--- src/rtl/pipe_stage_buf_if.sv ---
// Valid/ready stage link: one producer (master) drives an item, one consumer (slave) accepts it.
// A transfer happens on a clock edge where valid and ready are both high.
interface pipe_stage_buf_if #(
    parameter int DATA_W = 96,
    parameter int CTRL_W = 16
);
    logic              valid;
    logic              ready;
    logic [DATA_W-1:0] data;
    logic [CTRL_W-1:0] ctrl;

    modport master (
        output valid,
        output data,
        output ctrl,
        input  ready
    );

    modport slave (
        input  valid,
        input  data,
        input  ctrl,
        output ready
    );
endinterface

--- src/rtl/pipe_stage_buf.sv ---
// Pipeline stage register with valid/ready handshake, optional 2-entry skid buffer,
// flush-to-bubble and a saturating downstream stall counter.
module pipe_stage_buf #(
    parameter int DATA_W = 96,
    parameter int CTRL_W = 16,
    parameter int SKID   = 1,
    parameter int CNT_W  = 16
) (
    input  logic             clk,
    input  logic             reset,
    input  logic             flush,
    pipe_stage_buf_if.slave  up,
    pipe_stage_buf_if.master dn,
    output logic [1:0]       occupancy,
    output logic [CNT_W-1:0] stall_cycles
);
    typedef enum logic [1:0] {
        ST_EMPTY = 2'd0,
        ST_ONE   = 2'd1,
        ST_TWO   = 2'd2
    } state_t;

    logic              out_valid;
    logic              in_ready;
    logic [DATA_W-1:0] main_data;
    logic [CTRL_W-1:0] main_ctrl;
    logic              in_fire;
    logic              out_fire;

    assign in_fire  = up.valid & in_ready;
    assign out_fire = out_valid & dn.ready;

    generate
        if (SKID != 0) begin : g_skid
            state_t            state_q,     state_d;
            logic              in_ready_q,  in_ready_d;
            logic              out_valid_q, out_valid_d;
            logic [1:0]        occ_q,       occ_d;
            logic [DATA_W-1:0] main_data_q, main_data_d;
            logic [CTRL_W-1:0] main_ctrl_q, main_ctrl_d;
            logic [DATA_W-1:0] skid_data_q, skid_data_d;
            logic [CTRL_W-1:0] skid_ctrl_q, skid_ctrl_d;

            always_comb begin
                state_d     = state_q;
                main_data_d = main_data_q;
                main_ctrl_d = main_ctrl_q;
                skid_data_d = skid_data_q;
                skid_ctrl_d = skid_ctrl_q;
                case (state_q)
                    ST_EMPTY: begin
                        if (in_fire) begin
                            main_data_d = up.data;
                            main_ctrl_d = up.ctrl;
                            state_d     = ST_ONE;
                        end
                    end
                    ST_ONE: begin
                        if (in_fire && out_fire) begin
                            main_data_d = up.data;
                            main_ctrl_d = up.ctrl;
                        end else if (in_fire) begin
                            // Head is stalled: park the new item behind it.
                            skid_data_d = up.data;
                            skid_ctrl_d = up.ctrl;
                            state_d     = ST_TWO;
                        end else if (out_fire) begin
                            state_d = ST_EMPTY;
                        end
                    end
                    ST_TWO: begin
                        if (out_fire) begin
                            main_data_d = skid_data_q;
                            main_ctrl_d = skid_ctrl_q;
                            state_d     = ST_ONE;
                        end
                    end
                    default: state_d = ST_EMPTY;
                endcase
                // Flush drops everything held; stale data is harmless since valid clears.
                if (flush) begin
                    state_d = ST_EMPTY;
                end
                in_ready_d  = (state_d != ST_TWO);
                out_valid_d = (state_d != ST_EMPTY);
                occ_d       = state_d;
            end

            always_ff @(posedge clk or posedge reset) begin
                if (reset) begin
                    state_q     <= ST_EMPTY;
                    in_ready_q  <= 1'b1;
                    out_valid_q <= 1'b0;
                    occ_q       <= 2'd0;
                    main_data_q <= '0;
                    main_ctrl_q <= '0;
                    skid_data_q <= '0;
                    skid_ctrl_q <= '0;
                end else begin
                    state_q     <= state_d;
                    in_ready_q  <= in_ready_d;
                    out_valid_q <= out_valid_d;
                    occ_q       <= occ_d;
                    main_data_q <= main_data_d;
                    main_ctrl_q <= main_ctrl_d;
                    skid_data_q <= skid_data_d;
                    skid_ctrl_q <= skid_ctrl_d;
                end
            end

            assign in_ready  = in_ready_q;
            assign out_valid = out_valid_q;
            assign main_data = main_data_q;
            assign main_ctrl = main_ctrl_q;
            assign occupancy = occ_q;
        end else begin : g_single
            logic              valid_q,     valid_d;
            logic [DATA_W-1:0] main_data_q, main_data_d;
            logic [CTRL_W-1:0] main_ctrl_q, main_ctrl_d;

            // Ready passes straight through from downstream when the entry is occupied.
            assign in_ready = ~valid_q | dn.ready;

            always_comb begin
                valid_d     = valid_q;
                main_data_d = main_data_q;
                main_ctrl_d = main_ctrl_q;
                if (in_fire) begin
                    main_data_d = up.data;
                    main_ctrl_d = up.ctrl;
                    valid_d     = 1'b1;
                end else if (out_fire) begin
                    valid_d = 1'b0;
                end
                if (flush) begin
                    valid_d = 1'b0;
                end
            end

            always_ff @(posedge clk or posedge reset) begin
                if (reset) begin
                    valid_q     <= 1'b0;
                    main_data_q <= '0;
                    main_ctrl_q <= '0;
                end else begin
                    valid_q     <= valid_d;
                    main_data_q <= main_data_d;
                    main_ctrl_q <= main_ctrl_d;
                end
            end

            assign out_valid = valid_q;
            assign main_data = main_data_q;
            assign main_ctrl = main_ctrl_q;
            assign occupancy = {1'b0, valid_q};
        end
    endgenerate

    logic [CNT_W-1:0] stall_q, stall_d;

    always_comb begin
        stall_d = stall_q;
        if (out_valid && !dn.ready && (stall_q != {CNT_W{1'b1}})) begin
            stall_d = stall_q + CNT_W'(1);
        end
    end

    always_ff @(posedge clk or posedge reset) begin
        if (reset) begin
            stall_q <= '0;
        end else begin
            stall_q <= stall_d;
        end
    end

    assign stall_cycles = stall_q;
    assign up.ready     = in_ready;
    assign dn.valid     = out_valid;
    assign dn.data      = main_data;
    // Control is zeroed for bubbles so no side-effect can leak downstream.
    assign dn.ctrl      = main_ctrl & {CTRL_W{out_valid}};
endmodule

--- src/flat_wrapper.sv ---
// flat-port wrapper written by rule: the top's interface ports become plain ports
module pipe_stage_buf_flat 
#(
    parameter int DATA_W = 96,
    parameter int CTRL_W = 16,
    parameter int SKID   = 1,
    parameter int CNT_W  = 16
)
  (clk, reset, flush, occupancy, stall_cycles, up_valid, up_data, up_ctrl, up_ready, dn_valid, dn_data, dn_ctrl, dn_ready);
  pipe_stage_buf_if #(.DATA_W(DATA_W), .CTRL_W(CTRL_W)) up_i ();
  pipe_stage_buf_if #(.DATA_W(DATA_W), .CTRL_W(CTRL_W)) dn_i ();
  input  logic clk;
  input  logic reset;
  input  logic flush;
  output logic [1:0] occupancy;
  output logic [CNT_W-1:0] stall_cycles;
  input wire logic [$bits(up_i.valid)-1:0] up_valid;
  input wire logic [$bits(up_i.data)-1:0] up_data;
  input wire logic [$bits(up_i.ctrl)-1:0] up_ctrl;
  output wire logic [$bits(up_i.ready)-1:0] up_ready;
  output wire logic [$bits(dn_i.valid)-1:0] dn_valid;
  output wire logic [$bits(dn_i.data)-1:0] dn_data;
  output wire logic [$bits(dn_i.ctrl)-1:0] dn_ctrl;
  input wire logic [$bits(dn_i.ready)-1:0] dn_ready;
  assign up_i.valid = up_valid;
  assign up_i.data = up_data;
  assign up_i.ctrl = up_ctrl;
  assign up_ready = up_i.ready;
  assign dn_valid = dn_i.valid;
  assign dn_data = dn_i.data;
  assign dn_ctrl = dn_i.ctrl;
  assign dn_i.ready = dn_ready;
  pipe_stage_buf #(.DATA_W(DATA_W), .CTRL_W(CTRL_W), .SKID(SKID), .CNT_W(CNT_W)) u_core (.clk(clk), .reset(reset), .flush(flush), .up(up_i), .dn(dn_i), .occupancy(occupancy), .stall_cycles(stall_cycles));
endmodule
--- config.mk ---
export PLATFORM = sky130hd
export DESIGN_NAME = pipe_stage_buf_flat
export DESIGN_NICKNAME = d
export VERILOG_FILES = /design/src/rtl/pipe_stage_buf_if.sv /design/src/rtl/pipe_stage_buf.sv /design/src/flat_wrapper.sv
export SDC_FILE = /design/constraint.sdc
export NUM_CORES = 1
export LEC_CHECK = 0
export ABC_AREA = 1
export BUFFER_PORTS_ARGS = -buffer_cell sky130_fd_sc_hd__buf_2
export CORE_ASPECT_RATIO = 0.7
export CORE_MARGIN = 5
export CORE_UTILIZATION = 30
export CTS_CLUSTER_SIZE = 10
export DETAILED_ROUTE_END_ITERATION = 16
export MAX_ROUTING_LAYER = met4
export PLACE_DENSITY = 0.46
export SLEW_MARGIN = 20
export SYNTH_ARGS = -nofsm -noshare
export SYNTH_HDL_FRONTEND = slang
export SYNTH_SLANG_ARGS = --single-unit
--- constraint.sdc ---
create_clock -name clk -period 14.27 [get_ports clk]
set_clock_uncertainty 0.05 [all_clocks]
set_input_delay 2.1405 -clock clk [delete_from_list [all_inputs] [get_ports clk]]
set_output_delay 2.1405 -clock clk [all_outputs]
set_load 0.02 [all_outputs]
Word level (Yosys, flattened, before mapping)

Cells that the tools add are included.

$add $sub $neg: 1
Equal/unequal tests: 7
Multiplexer cells: 15
Bitwise operators: 4
Reduce and logical (&&, ||, !) cells: 9

Operators by type and width:

| kind                                                   | number |
|---|---|
| two-way mux 96 bit                                     | 3 |
| one-hot mux 96 bit (3 select lines)                    | 1 |
| two-way mux 16 bit                                     | 3 |
| one-hot mux 16 bit (3 select lines)                    | 1 |
| adder 16 x 1 -> 16 bit (second input constant)         | 1 |
| AND 16 bit                                             | 1 |
| inequality test 16 bit (second input constant)         | 1 |
| two-way mux 2 bit                                      | 6 |
| inequality test 2 x 1 -> 1 bit (second input constant) | 3 |
| one-hot mux 2 bit (3 select lines)                     | 1 |
| AND reduction 4 bit                                    | 1 |
| logical AND 1 bit                                      | 3 |
| AND reduction 3 bit                                    | 1 |
| nonzero test 3 bit                                     | 1 |
| AND 1 bit                                              | 2 |
| equality test 2 x 1 -> 1 bit (second input constant)   | 1 |
| equality test 2 bit (second input constant)            | 1 |
| zero test 2 bit                                        | 1 |
| inequality test 2 bit (second input constant)          | 1 |
| nonzero test 2 bit                                     | 1 |
| zero test 1 bit                                        | 1 |
| NOT 1 bit                                              | 1 |

Flip-flop bits (word level): 244
Input port bits: 117
Output and inout port bits: 132

Logic depth before layout (Yosys ltp)

Word-level depth: 7
Mapped depth: 9
Mapped depth without buffers: 8

Least setup slack after synthesis

Ideal clock, no wire load.

Kind: register -> output
From: register u_core.g_skid.out_valid_q, in the netlist u_core.dn.valid
To: output dn_ctrl[10]
Arrival: 1107 ps
Setup slack: 10972 ps
Cell stages (with the launch flop): 5
Buffers on the path: 2
Cell sequence: dfrtp_1 > buf_4 > clkbuf_1 > nand2_1 > inv_1

Word-level cells in the longest chain between the ends: 1

Ends and longest elaborated chain:

| what                     | line                  | text |
|---|---|---|
| start: declaration       | pipe_stage_buf.sv:37  | `logic out_valid_q, out_valid_d;` |
| start signal: assignment | pipe_stage_buf.sv:102 | `out_valid_q <= out_valid_d;` |
| AND 16 bit               | pipe_stage_buf.sv:181 | `assign dn.ctrl = main_ctrl & {CTRL_W{out_valid}};` |
| end: declaration         | flat_wrapper.sv:23    | `output wire logic [$bits(dn_i.ctrl)-1:0] dn_ctrl;` |

No other way between the ends.

Final worst setup path

From: input dn_ready
To: register u_core.g_skid.out_valid_q, in the netlist u_core.dn.valid

Word-level cells in the longest chain between the ends: 7
Elaborated cells between the ends (all ways): 9
Classes of those cells: mux (6); bitwise (1); reduce/logical (2)

Ends and longest elaborated chain:

| what                                 | line                 | text |
|---|---|---|
| start: declaration                   | flat_wrapper.sv:24   | `input wire logic [$bits(dn_i.ready)-1:0] dn_ready;` |
| AND 1 bit *                          | pipe_stage_buf.sv:31 | `assign out_fire = out_valid & dn.ready;` |
| two-way mux 2 bit                    | pipe_stage_buf.sv:67 | `end else if (out_fire) begin` |
| two-way mux 2 bit                    | pipe_stage_buf.sv:62 | `end else if (in_fire) begin` |
| two-way mux 2 bit                    | pipe_stage_buf.sv:59 | `if (in_fire && out_fire) begin` |
| one-hot mux 2 bit (3 select lines) * | pipe_stage_buf.sv:50 | `case (state_q)` |
| two-way mux 2 bit *                  | pipe_stage_buf.sv:81 | `if (flush) begin` |
| nonzero test 2 bit *                 | pipe_stage_buf.sv:85 | `out_valid_d = (state_d != ST_EMPTY);` |
| named net u_core.g_skid.out_valid_d  | pipe_stage_buf.sv:37 |  |

The timed path passes the listed nets; every way through them passes the cells marked *.
A chain may end at the register's enable or synchronous reset.

==> flow_summary.toml <==
[pwr]
power.switching_mw = 1.13
intPower_mw = 1.69
comb_power_share_pct = 35.6
power_frac_seq_pct = 41.3
power_mw = 2.83
ir_worst_vdd_uv = 107
p_leak_nw = 7.19
pwr-share-clk_pct = 23.1
power.density_nw_per_um2 = 213
sw_frac_of_total_pct = 40.0

[setup_path]
worstPathArrival_ns = 4.46
critPathCapture = "u_core.dn.valid"
crit_start = "dn_ready"
worstPathRequired_ns = 14.68
timing.setup.critical_path_class = "in2reg"
reg2reg_to = "u_core.dn.valid"
cp_max_fo = 111
r2r_slack_ns = 11.09
worstRegToRegCells = 7
cp-start-kind = "primary input"
r2r-start = "u_core.dn.valid"
endpoint_kind = "flop"

[route]
first_pass_iters = 7
detail-route-antenna-nets = 0
drc = 0
drtIter0Drc = 569
via_per_inst = 4.35
vias = 9002
wl_per_cell_um = 14.7
routed_wl_um = 30500

[cells_and_area]
final_cell_mix = "nand2_1 (580), o21ai_0 (254), buf_2 (248), dfrtp_1 (243), inv_1 (140)"
nNetsFinal = 1694
layout_commonest_cell = "nand2_1"
final_area_um2 = 13300
syn_to_final_growth_pct = 21.7
drive_gt1_share_pct = 19.4

[die]
core_um2 = 35900
dieHeight_um = 169
initial_core_util_pct = 30.3
rows = 58
fp.dieArea_um2 = 40300
ios = 249
die_w_um = 238

[global_route]
antenna_found_initial = 1
track_usage_pct = 15.4
grt_pass1_wl_um = 49300
grt_max_degree = 151
grt_pass1_vias = 8627
grt-ovfl-total = 0

[sta]
fin_setup_tns_ns = 0
fin_crit_ns = 4.05
report.final.slew_viol_count = 0
setup_violations = 0
post-route-period-util_pct = 28.4
rsz0062_at_grt = "no"
relSlewSlack_pct = 33.1
hold_violations = 0
clock.fmax_mhz = 247
tightest_slew_ns = 1.00

[logic_synthesis]
ys_types = 28
yosysWarningCount = 0
ys_seq_area_share_pct = 56.1
ys_ff_latch = 244
yosys.area.top_type = "dfrtp_1"
postSynthAreaPerCell_um2 = 7.98
syn_nets = 1483
syn_inst = 1365
netlist_top_cells_area = "dfrtp_1 (56%), nand2_1 (20%), o21ai_0 (12%)"
netlist.area_leader.share_pct = 55.8
syn_area_um2 = 10900

[placement]
dp_hpwl_um = 19900
dpl_cell_area_um2 = 12400
numPortBuffers = 248
gp_congestion = 0.814

[clock_tree]
cts-root-buf = "clkbuf_16"
cts_buffers = 28
cts_tree = "yes"
clk_pin_slew_ns = 0.05
ctsHoldBuffers = 0
post_cts_buffers = 0
cts_buffer_depth = 3
insertion_delay_ns = 0.55
cts_resized = 0
cts_htree_levels = 1
cts_sinks = 244

[run]
maxCapViolCount = 0

[hold_path]
hold_depth = 2
worstHoldPathType = "reg2reg"

[outcome]
status = "complete, no violations"
## state kept, by name, indices dropped and copies added, names as in the netlist
name                       flops
u_core.g_skid.main_ctrl_q     16
u_core.g_skid.state_q          2
u_core.dn.data                96
u_core.g_skid.skid_data_q     96
u_core.g_skid.skid_ctrl_q     16
u_core.up.ready                1
u_core.dn.valid                1
u_core.stall_cycles           16
## layer usage
| layer | share of wire [%] | global-route usage (%) | routed length, um |
|---|---|---|---|
| met1 | 49 | 22.1 | 15000 |
| met2 | 44 | 23.3 | 13600 |
| met3 | 5.2 | 3.02 | 1580 |
| met4 | 1.2 | 2.53 | 367 |
| met5 | 0 | - | 0 |
## power groups by stage
stage,logic (mW),registers (mW),clock network (mW)
5_1_grt,1.15,1.21,0.710
6_report,1.00,1.17,0.653
3_5_place_dp,1.02,1.18,0
3_3_place_gp,1.01,1.17,0
2_1_floorplan,0.531,1.31,0
4_1_cts,1.03,1.17,0.683
## worst min-delay path by stage
stage,startpoint,to,slack [ns]
after global routing,u_core.dn.data[23],u_core.dn.data[23],0.44
final,u_core.dn.data[12],u_core.dn.data[12],0.42
after detailed placement,u_core.dn.data[23],u_core.dn.data[23],0.41
after global placement,u_core.dn.data[48],u_core.dn.data[48],0.41
after CTS,u_core.dn.data[23],u_core.dn.data[23],0.43
after floorplan,u_core.g_skid.skid_ctrl_q[0],u_core.g_skid.skid_ctrl_q[0],0.40
## through the flow
| step | setup WS, ns | utilization, % | hold slack, ns | cells |
|---|---|---|---|---|
| floorplan | 5.38 | - | 0.398 | 1365 |
| global placement | 9.66 | 34.6 | 0.410 | 2025 |
| detailed placement | 9.61 | 34.6 | 0.411 | 2025 |
| CTS | 10.18 | 36.8 | 0.426 | 2069 |
| global route | 9.97 | 36.9 | 0.437 | 2071 |
| finish | 10.22 | 36.9 | 0.421 | 2071 |
## synth_stat cells (all sizes together)
cell type  instances
nand4              5
nand3              9
buf               49
nand2            587
nor2              21
ha                 1
clkinv             1
o21ai            267
dfstp              1
inv              145
xnor2              7
clkbuf            27
dfrtp            243
xor2               1
a21o               1
## kinds of logic (layout without fill, tap and decap cells)
family / after synthesis / count (layout) / share of synthesized area [%]
simple gates: 622 / 622 / 22.1
compound gates: 268 / 268 / 12.5
flops: 244 / 244 / 56.1
buf+inv: 222 / 447 / 8.61
xor+xnor: 8 / 8 / 0.643
fa+ha+maj: 1 / 1 / 0.115
other cells: 0 / 1 / 0
## worst max-delay path, cell delays in order
cell and delay [ns]:
buf_2 0.11, nand2_2 0.10, nand4_2 0.11, buf_4 0.33
inv_4 0.40, buf_4 0.81, o21ai_1 0.19, o21ai_0 0.12
## area by class of cell
cell class	instances	area, um2
repair buffers	257	1320
multi-input cells	899	3870
flip-flops and latches	244	6110
inverters	146	562
fillers	3823	22700
well taps	480	601
clock buffers	44	792
diodes	1	2.50
No activity file was read; power rests on OpenSTA's default activity.
